===== config.mk =====
export PLATFORM = sky130hd
export DESIGN_NAME = re_demap
export DESIGN_NICKNAME = d
export VERILOG_FILES = /design/src/rtl/re_demap.sv
export SDC_FILE = /design/constraint.sdc
export NUM_CORES = 2
export LEC_CHECK = 0
export BUFFER_PORTS_ARGS = -buffer_cell sky130_fd_sc_hd__clkbuf_2
export CORE_MARGIN = 4
export CORE_UTILIZATION = 70
export DETAILED_ROUTE_END_ITERATION = 6
export PLACE_DENSITY_LB_ADDON = 0.15
export SYNTH_ARGS = -nofsm -noshare
export SYNTH_HDL_FRONTEND = slang
export SYNTH_SLANG_ARGS = --single-unit

===== constraint.sdc =====
create_clock -name clk -period 20.7 [get_ports clk]
set_input_delay 1.035 -clock clk [delete_from_list [all_inputs] [get_ports clk]]
set_output_delay 1.035 -clock clk [all_outputs]
set_load 0.05 [all_outputs]

===== src/rtl/re_demap.sv =====
`timescale 1ns/1ps
`default_nettype none
// ============================================================================
//  Module   : re_demap
//  Purpose  : Iterative ReMap decoder. Takes a code {k, m2}, inverts the
//             fraction remap (m2 -> m1), restores the hidden one and shifts
//             it to bit position k, one bit per cycle.
//  Revision : 1.0  initial release
// ============================================================================
module re_demap #(
    parameter int NUM_LENGTH = 32,
    parameter int K_LENGTH   = 5,
    parameter int M2_LENGTH  = 27
) (
    input  logic                  clk,
    input  logic                  rst_n,
    input  logic [NUM_LENGTH-1:0] code_i,
    input  logic                  in_valid_i,
    output logic                  in_ready_o,
    output logic [NUM_LENGTH-1:0] rslt_o,
    output logic                  out_valid_o,
    input  logic                  out_ready_i
);

    localparam int                  c_prod_w = 2 * M2_LENGTH;
    localparam int                  c_pad_w  = NUM_LENGTH - M2_LENGTH - 1;
    // Bit position the hidden one occupies straight after MAP
    localparam logic [K_LENGTH-1:0] c_point  = K_LENGTH'(M2_LENGTH);

    typedef enum logic [1:0] {
        IDLE  = 2'd0,
        MAP   = 2'd1,
        SHIFT = 2'd2,
        DONE  = 2'd3
    } state_t;

    state_t                  state_q, state_d;
    logic [K_LENGTH-1:0]     k_q, k_d;
    logic [M2_LENGTH-1:0]    m2_q, m2_d;
    logic [NUM_LENGTH-1:0]   acc_q, acc_d;
    logic [K_LENGTH-1:0]     cnt_q, cnt_d;
    logic                    dir_q, dir_d;   // 1 = shift left, 0 = shift right
    logic                    live_q;         // low until the first clock after reset

    // Inverse fraction map: m1 = m2 - ((m2 * (2^M2 - m2)) >> (M2 + 2))
    logic [M2_LENGTH:0]      w_comp;
    logic [c_prod_w-1:0]     w_prod;
    logic [c_prod_w-1:0]     w_corr;
    logic [M2_LENGTH-1:0]    w_m1;
    logic                    w_unused_corr;

    assign w_comp        = {1'b1, {M2_LENGTH{1'b0}}} - {1'b0, m2_q};
    assign w_prod        = {{M2_LENGTH{1'b0}}, m2_q} * {{(M2_LENGTH-1){1'b0}}, w_comp};
    assign w_corr        = w_prod >> (M2_LENGTH + 2);
    // The correction never exceeds m2, so only the low M2 bits matter
    assign w_m1          = m2_q - w_corr[M2_LENGTH-1:0];
    assign w_unused_corr = ^w_corr[c_prod_w-1:M2_LENGTH];

    assign in_ready_o  = live_q && (state_q == IDLE);
    assign out_valid_o = (state_q == DONE);
    assign rslt_o      = (state_q == DONE) ? acc_q : '0;

    // Next-state and datapath updates for the decode sequence
    always_comb begin
        state_d = state_q;
        k_d     = k_q;
        m2_d    = m2_q;
        acc_d   = acc_q;
        cnt_d   = cnt_q;
        dir_d   = dir_q;
        case (state_q)
            IDLE: begin
                if (in_valid_i && in_ready_o) begin
                    k_d     = code_i[NUM_LENGTH-1:M2_LENGTH];
                    m2_d    = code_i[M2_LENGTH-1:0];
                    state_d = MAP;
                end
            end
            MAP: begin
                acc_d = {{c_pad_w{1'b0}}, 1'b1, w_m1};
                if (k_q < c_point) begin
                    dir_d = 1'b0;
                    cnt_d = c_point - k_q;
                end else if (k_q > c_point) begin
                    dir_d = 1'b1;
                    cnt_d = k_q - c_point;
                end else begin
                    dir_d = 1'b0;
                    cnt_d = '0;
                end
                state_d = (cnt_d == '0) ? DONE : SHIFT;
            end
            SHIFT: begin
                acc_d = dir_q ? (acc_q << 1) : (acc_q >> 1);
                cnt_d = cnt_q - 1'b1;
                if (cnt_q == K_LENGTH'(1)) begin
                    state_d = DONE;
                end
            end
            DONE: begin
                if (out_ready_i) begin
                    state_d = IDLE;
                end
            end
            default: state_d = IDLE;
        endcase
    end

    // State and datapath registers; reset aborts any transaction in flight
    always_ff @(posedge clk or negedge rst_n) begin
        if (!rst_n) begin
            state_q <= IDLE;
            k_q     <= '0;
            m2_q    <= '0;
            acc_q   <= '0;
            cnt_q   <= '0;
            dir_q   <= 1'b0;
            live_q  <= 1'b0;
        end else begin
            state_q <= state_d;
            k_q     <= k_d;
            m2_q    <= m2_d;
            acc_q   <= acc_d;
            cnt_q   <= cnt_d;
            dir_q   <= dir_d;
            live_q  <= 1'b1;
        end
    end

endmodule
`default_nettype wire


; After elaboration in Yosys (flattened, before gate mapping)
; Index checks and enable logic that the tools add are counted.
[classes]
n_reduce_logical = 7
muxes = 14
mul = 1
n_eq_ne = 7
magnitude_cmp = 2
shift = 0
bitwise = 0
div_mod_pow = 0
add_sub_neg = 5
[ops]
columns = cell, count
row1 = two-way mux 32 bit, 2
row2 = one-hot mux 32 bit (2 select lines), 1
row3 = multiplier 27 x 28 -> 54 bit, 1
row4 = subtractor 28 x 27 -> 28 bit (first input constant), 1
row5 = subtractor 27 x 25 -> 27 bit, 1
row6 = two-way mux 5 bit, 3
row7 = one-hot mux 5 bit (2 select lines), 1
row8 = one-hot mux 2 bit (4 select lines), 1
row9 = two-way mux 2 bit, 3
row10 = equality test 5 x 1 -> 1 bit (second input constant), 1
row11 = greater-than comparator 5 bit (second input constant), 1
row12 = logical NOT 5 bit, 1
row13 = less-than comparator 5 bit (second input constant), 1
row14 = subtractor 5 x 1 -> 5 bit (second input constant), 1
row15 = subtractor 5 bit (first input constant), 1
row16 = subtractor 5 bit (second input constant), 1
row17 = equality test 2 bit (second input constant), 2
row18 = inequality test 2 x 1 -> 1 bit (second input constant), 2
row19 = two-way mux 1 bit, 3
row20 = AND reduction 3 bit, 1
row21 = equality test 2 x 1 -> 1 bit (second input constant), 1
row22 = logical AND 1 bit, 2
row23 = logical NOT 2 bit, 1
row24 = inequality test 2 bit (second input constant), 1
row25 = 2 further kinds, 2
[word_totals]
reg_bits = 73
mem_count = 0
in_bits = 36
out_inout_bits = 34
word_cells = 43
ram_bits = 0
rom_bits = 0
latch_bits = 0

; Logic depth before layout (Yosys ltp)
[logic_depth]
word_depth = 7
ltp_mapped = 47
ltp_nobuf = 44

; Worst setup path before layout
; Ideal clock, no wire load.
[synth_timing]
path_type = reg-to-reg
start = register m2_q[0]
end = register acc_q[23]
setup_slack_ps = 10397
setup_ps = 143
path_buffers = 3
required_time_ps = 20557
synth_period_minus_slack_ps = 10303
t_arrival_ps = 10161
stages_incl_launch_ff = 44
cell_sequence = dfrtp_1 buf_6 clkbuf_1 inv_1 ha_1 nand2_1 nor3_1 nand2b_1 nor2b_1 nand2_1 or3_1 nor4_1 ha_1 clkbuf_1 nand2b_1 fa_1 fa_1 fa_1 [... 8 more ...] o21ai_0 a22o_2 a2bb2oi_2 a2bb2oi_2 o221ai_4 o21bai_2 a31oi_1 xor2_1 ha_1 a21o_1 a221oi_2 o21ai_0 and2_1 a211oi_2 o31ai_2 o31ai_2 xor2_1 o221ai_1
[synth_between]
elab_chain_len = 4
[synth_rtl]
columns = element, line_no
row1 = start: declaration, 39  ; logic [M2_LENGTH-1:0] m2_q, m2_d;
row2 = start signal: assignment, 122  ; m2_q <= m2_d;
row3 = subtractor 28 x 27 -> 28 bit, 52  ; assign w_comp = {1'b1, {M2_LENGTH{1'b0}}} - {1'b0, m2_q};
row4 = multiplier 27 x 28 -> 54 bit, 53  ; assign w_prod = {{M2_LENGTH{1'b0}}, m2_q} * {{(M2_LENGTH-1){1'b0}}, w_comp};
row5 = subtractor 27 x 25 -> 27 bit *, 56  ; assign w_m1 = m2_q - w_corr[M2_LENGTH-1:0];
row6 = one-hot mux 32 bit (2 select lines) *, 71  ; case (state_q)
row7 = end signal: assignment, 115  ; acc_q <= '0;
row8 = end signal: assignment, 123  ; acc_q <= acc_d;
row9 = end: declaration, 40  ; logic [NUM_LENGTH-1:0] acc_q, acc_d;
; Every way passes the cells marked *; elsewhere a longest branch is shown, timed or not.
; A chain may end at the register's enable or synchronous reset.

; Final worst setup path
; Ends and elaborated chain as after synthesis.

==> reports/summary.txt <==
status - finished clean
CTS tree - yes
Yosys reg bits - 73
Core ar. - 42100 um2
Synth Area in Simple Gates - 18.3%
Yosys warnings - 0
mux cell area share after synthesis - 2.03%
Area growth syn-to-layout - 4.16%
Post-Synth XOR/XNOR Area - 1.40%
global route overflow - 0
Port Buf Inserts - 69
Final min period - 12050 ps
CP startpoint kind - flip-flop
cells after synthesis - 3246
drt first-iter violations - 1478
postcts setup bufs - 0
Worst-Skew Late Latency - 340 ps
share of the clock period used by the worst path - 58.2%
initial antenna violation count - 1
hpwl dp - 59900 um
average size of a mapped cell - 9.22 um2
maximum fanout along the worst path - 33
Placer Congestion - 0.916
CP max-delay cell - dfrtp_1
crit path kind - reg2reg
top_reg_cell synth - dfrtp_1
CP most frequent cell - fa_1
clk root buf - clkbuf_16
placed cell area - 30800 um2
Slew @ Worst Pin - 1370 ps
post-DR wirelength/cell - 21.0 um
RSZ-0062 raised after global routing - false
drt via density - 5.84
Worst-path clk slew - 60 ps
skew final - 9.21 ps
Mapped Area - 29900 um2
Die X - 215 um
1st-pass router iterations - 5
FFs w/ async S/R, synth - 100%
Final Setup Violations - 0
adder-cell share of the synthesized area - 53.7%
Final TNS setup - 0 ps
global-route wire length before repair - 130000 um
vias in the first global route - 24700
Post-CTS Resized - 0
clock buffer count from CTS - 9
hold buffer count at cts - 0
largest net degree at the start of global routing - 74
worst path required time - 20890 ps
final hold violations - 0
FMAX - 83.0 MHz
Buf+Inv Stages, Crit Path - 6
max cap viols - 0
register area share after synthesis - 6.10%
# IOs - 70
Clock Sinks - 73
H-tree depth - 3
Die Area - 46100 um2
CTS max path bufs - 2
vias post-DR - 22100
gr usage total - 35.6%
Site Rows - 75
Max stage delay on crit path - 580 ps
Die H - 215 um
antenna-violating nets left - 0
Largest delay share family, worst path - adder cells
R2R setup slack - 8650 ps
fin. max-slew vios - 0
Starting Density - 71.0%
Slew HR - 8.38%
Setup crit end kind - flip-flop
worst path arrival time - 12240 ps
worst min-delay path category - reg2reg
largest family of logic cells by synthesized area - adder cells
Synth Area in Compound Gates - 6.25%
Nets - 4178
total wire length - 79500 um
Synth cell types - 78
fin area - 31200 um2
Post-synth EDFFs - 0
share of cells above drive strength 1 - 6.09%
Post-route DRC - 0
## registers in the layout, summed over array words and instances, names as in the netlist
signal,flops
acc_q,32
m2_q,27
cnt_q,5
k_q,5
state_q,2
dir_q,1
live_q,1
## metal layers
metal / track usage [%] / wire, um / vias to the layer above
met5: 0 / 0 / -
met4: 16.5 / 4450 / 0
met3: 4.60 / 6030 / 295
met2: 62.0 / 40100 / 958
met1: 44.5 / 28900 / 11300
li1: - / - / 9561
## final cells by class
| cell class | instances | area, um2 |
|---|---|---|
| diodes | 2 | 5.00 |
| clock buffers | 10 | 229 |
| clock inverters | 6 | 115 |
| fillers | 3106 | 11000 |
| inverters | 812 | 3050 |
| multi-input cells | 2233 | 24600 |
| flip-flops and latches | 73 | 1830 |
| well taps | 539 | 674 |
| repair buffers | 117 | 708 |
## path summary, 6_finish.rpt
kind / startpoint / to / cells past startpoint
min in group asynchronous: rst_n / state_q[1] / 1
setup / recovery: m2_q[0] / acc_q[23] / 42
hold / removal: cnt_q[1] / cnt_q[1] / 1
hold reg to reg: cnt_q[1] / cnt_q[1] / 1
setup reg to reg: m2_q[0] / acc_q[23] / 42
max in group asynchronous: rst_n / m2_q[1] / 1
## synth_stat cells (35+ instances only)
cell type	count	share of area, %
nand2b_1	369	7.7
dfrtp_1	73	6.1
nor2b_1	276	5.8
nor2_1	75	0.94
a21o_1	35	0.88
ha_1	248	10
and2_1	67	1.4
clkbuf_1	144	1.8
o21ai_0	57	0.95
nand2_1	76	0.95
inv_1	812	10
fa_1	648	43
a21oi_1	66	1.1
mux2_2	37	1.4
## cell families (layout without fill, tap and decap cells)
logic type               after synthesis  count (layout)
AO/OA/AOI/OAI                        273             273
other                                  2              29
flip-flops                            73              73
AND/OR/NAND/NOR                      933             933
XOR/XNOR                              48              48
buffers and inverters                965             945
multiplexers                          56              56
adder cells (fa/ha/maj)              896             896
## stage by stage
step | worst slack, ps | hold WS, ps | instances | utilization, %
2_1_floorplan | 10400 | 485 | 3271 | -
3_3_place_gp | 9280 | 517 | 3774 | 73.1
3_5_place_dp | 8850 | 525 | 3774 | 73.1
4_1_cts | 8830 | 538 | 3790 | 74.0
5_1_grt | 8070 | 555 | 3791 | 74.0
6_report | 8650 | 537 | 3792 | 74.0
## worst reg2reg max path, delay by kind of cell (launching register included)
family                   cells  cell delay, ps
AND/OR/NAND/NOR              9            2110
buffers and inverters        6            1090
XOR/XNOR                     2             330
adder cells (fa/ha/maj)     11            4690
flip-flops                   1             580
AO/OA/AOI/OAI               14            3120
## cell usage in the layout (no fill, tap or decap), drive strengths merged, types with 8 or more instances in the layout
cell    count
o21a       13
nand2b    369
and3       12
a21o       36
o21ai      59
a211oi     13
mux2i      19
xnor2      30
nand3       8
mux2       37
and2       67
nand2      76
o21bai     11
inv       813
dfrtp      73
a21oi      67
nor2b     276
xor2       18
ha        248
buf        49
o211ai     19
clkbuf     78
fa        648
nor2       75
conb       27
nor3       15
Power is left out: the tool's default activity adds up to more than one toggle a clock period on the data nets, which glitch-free logic cannot reach.
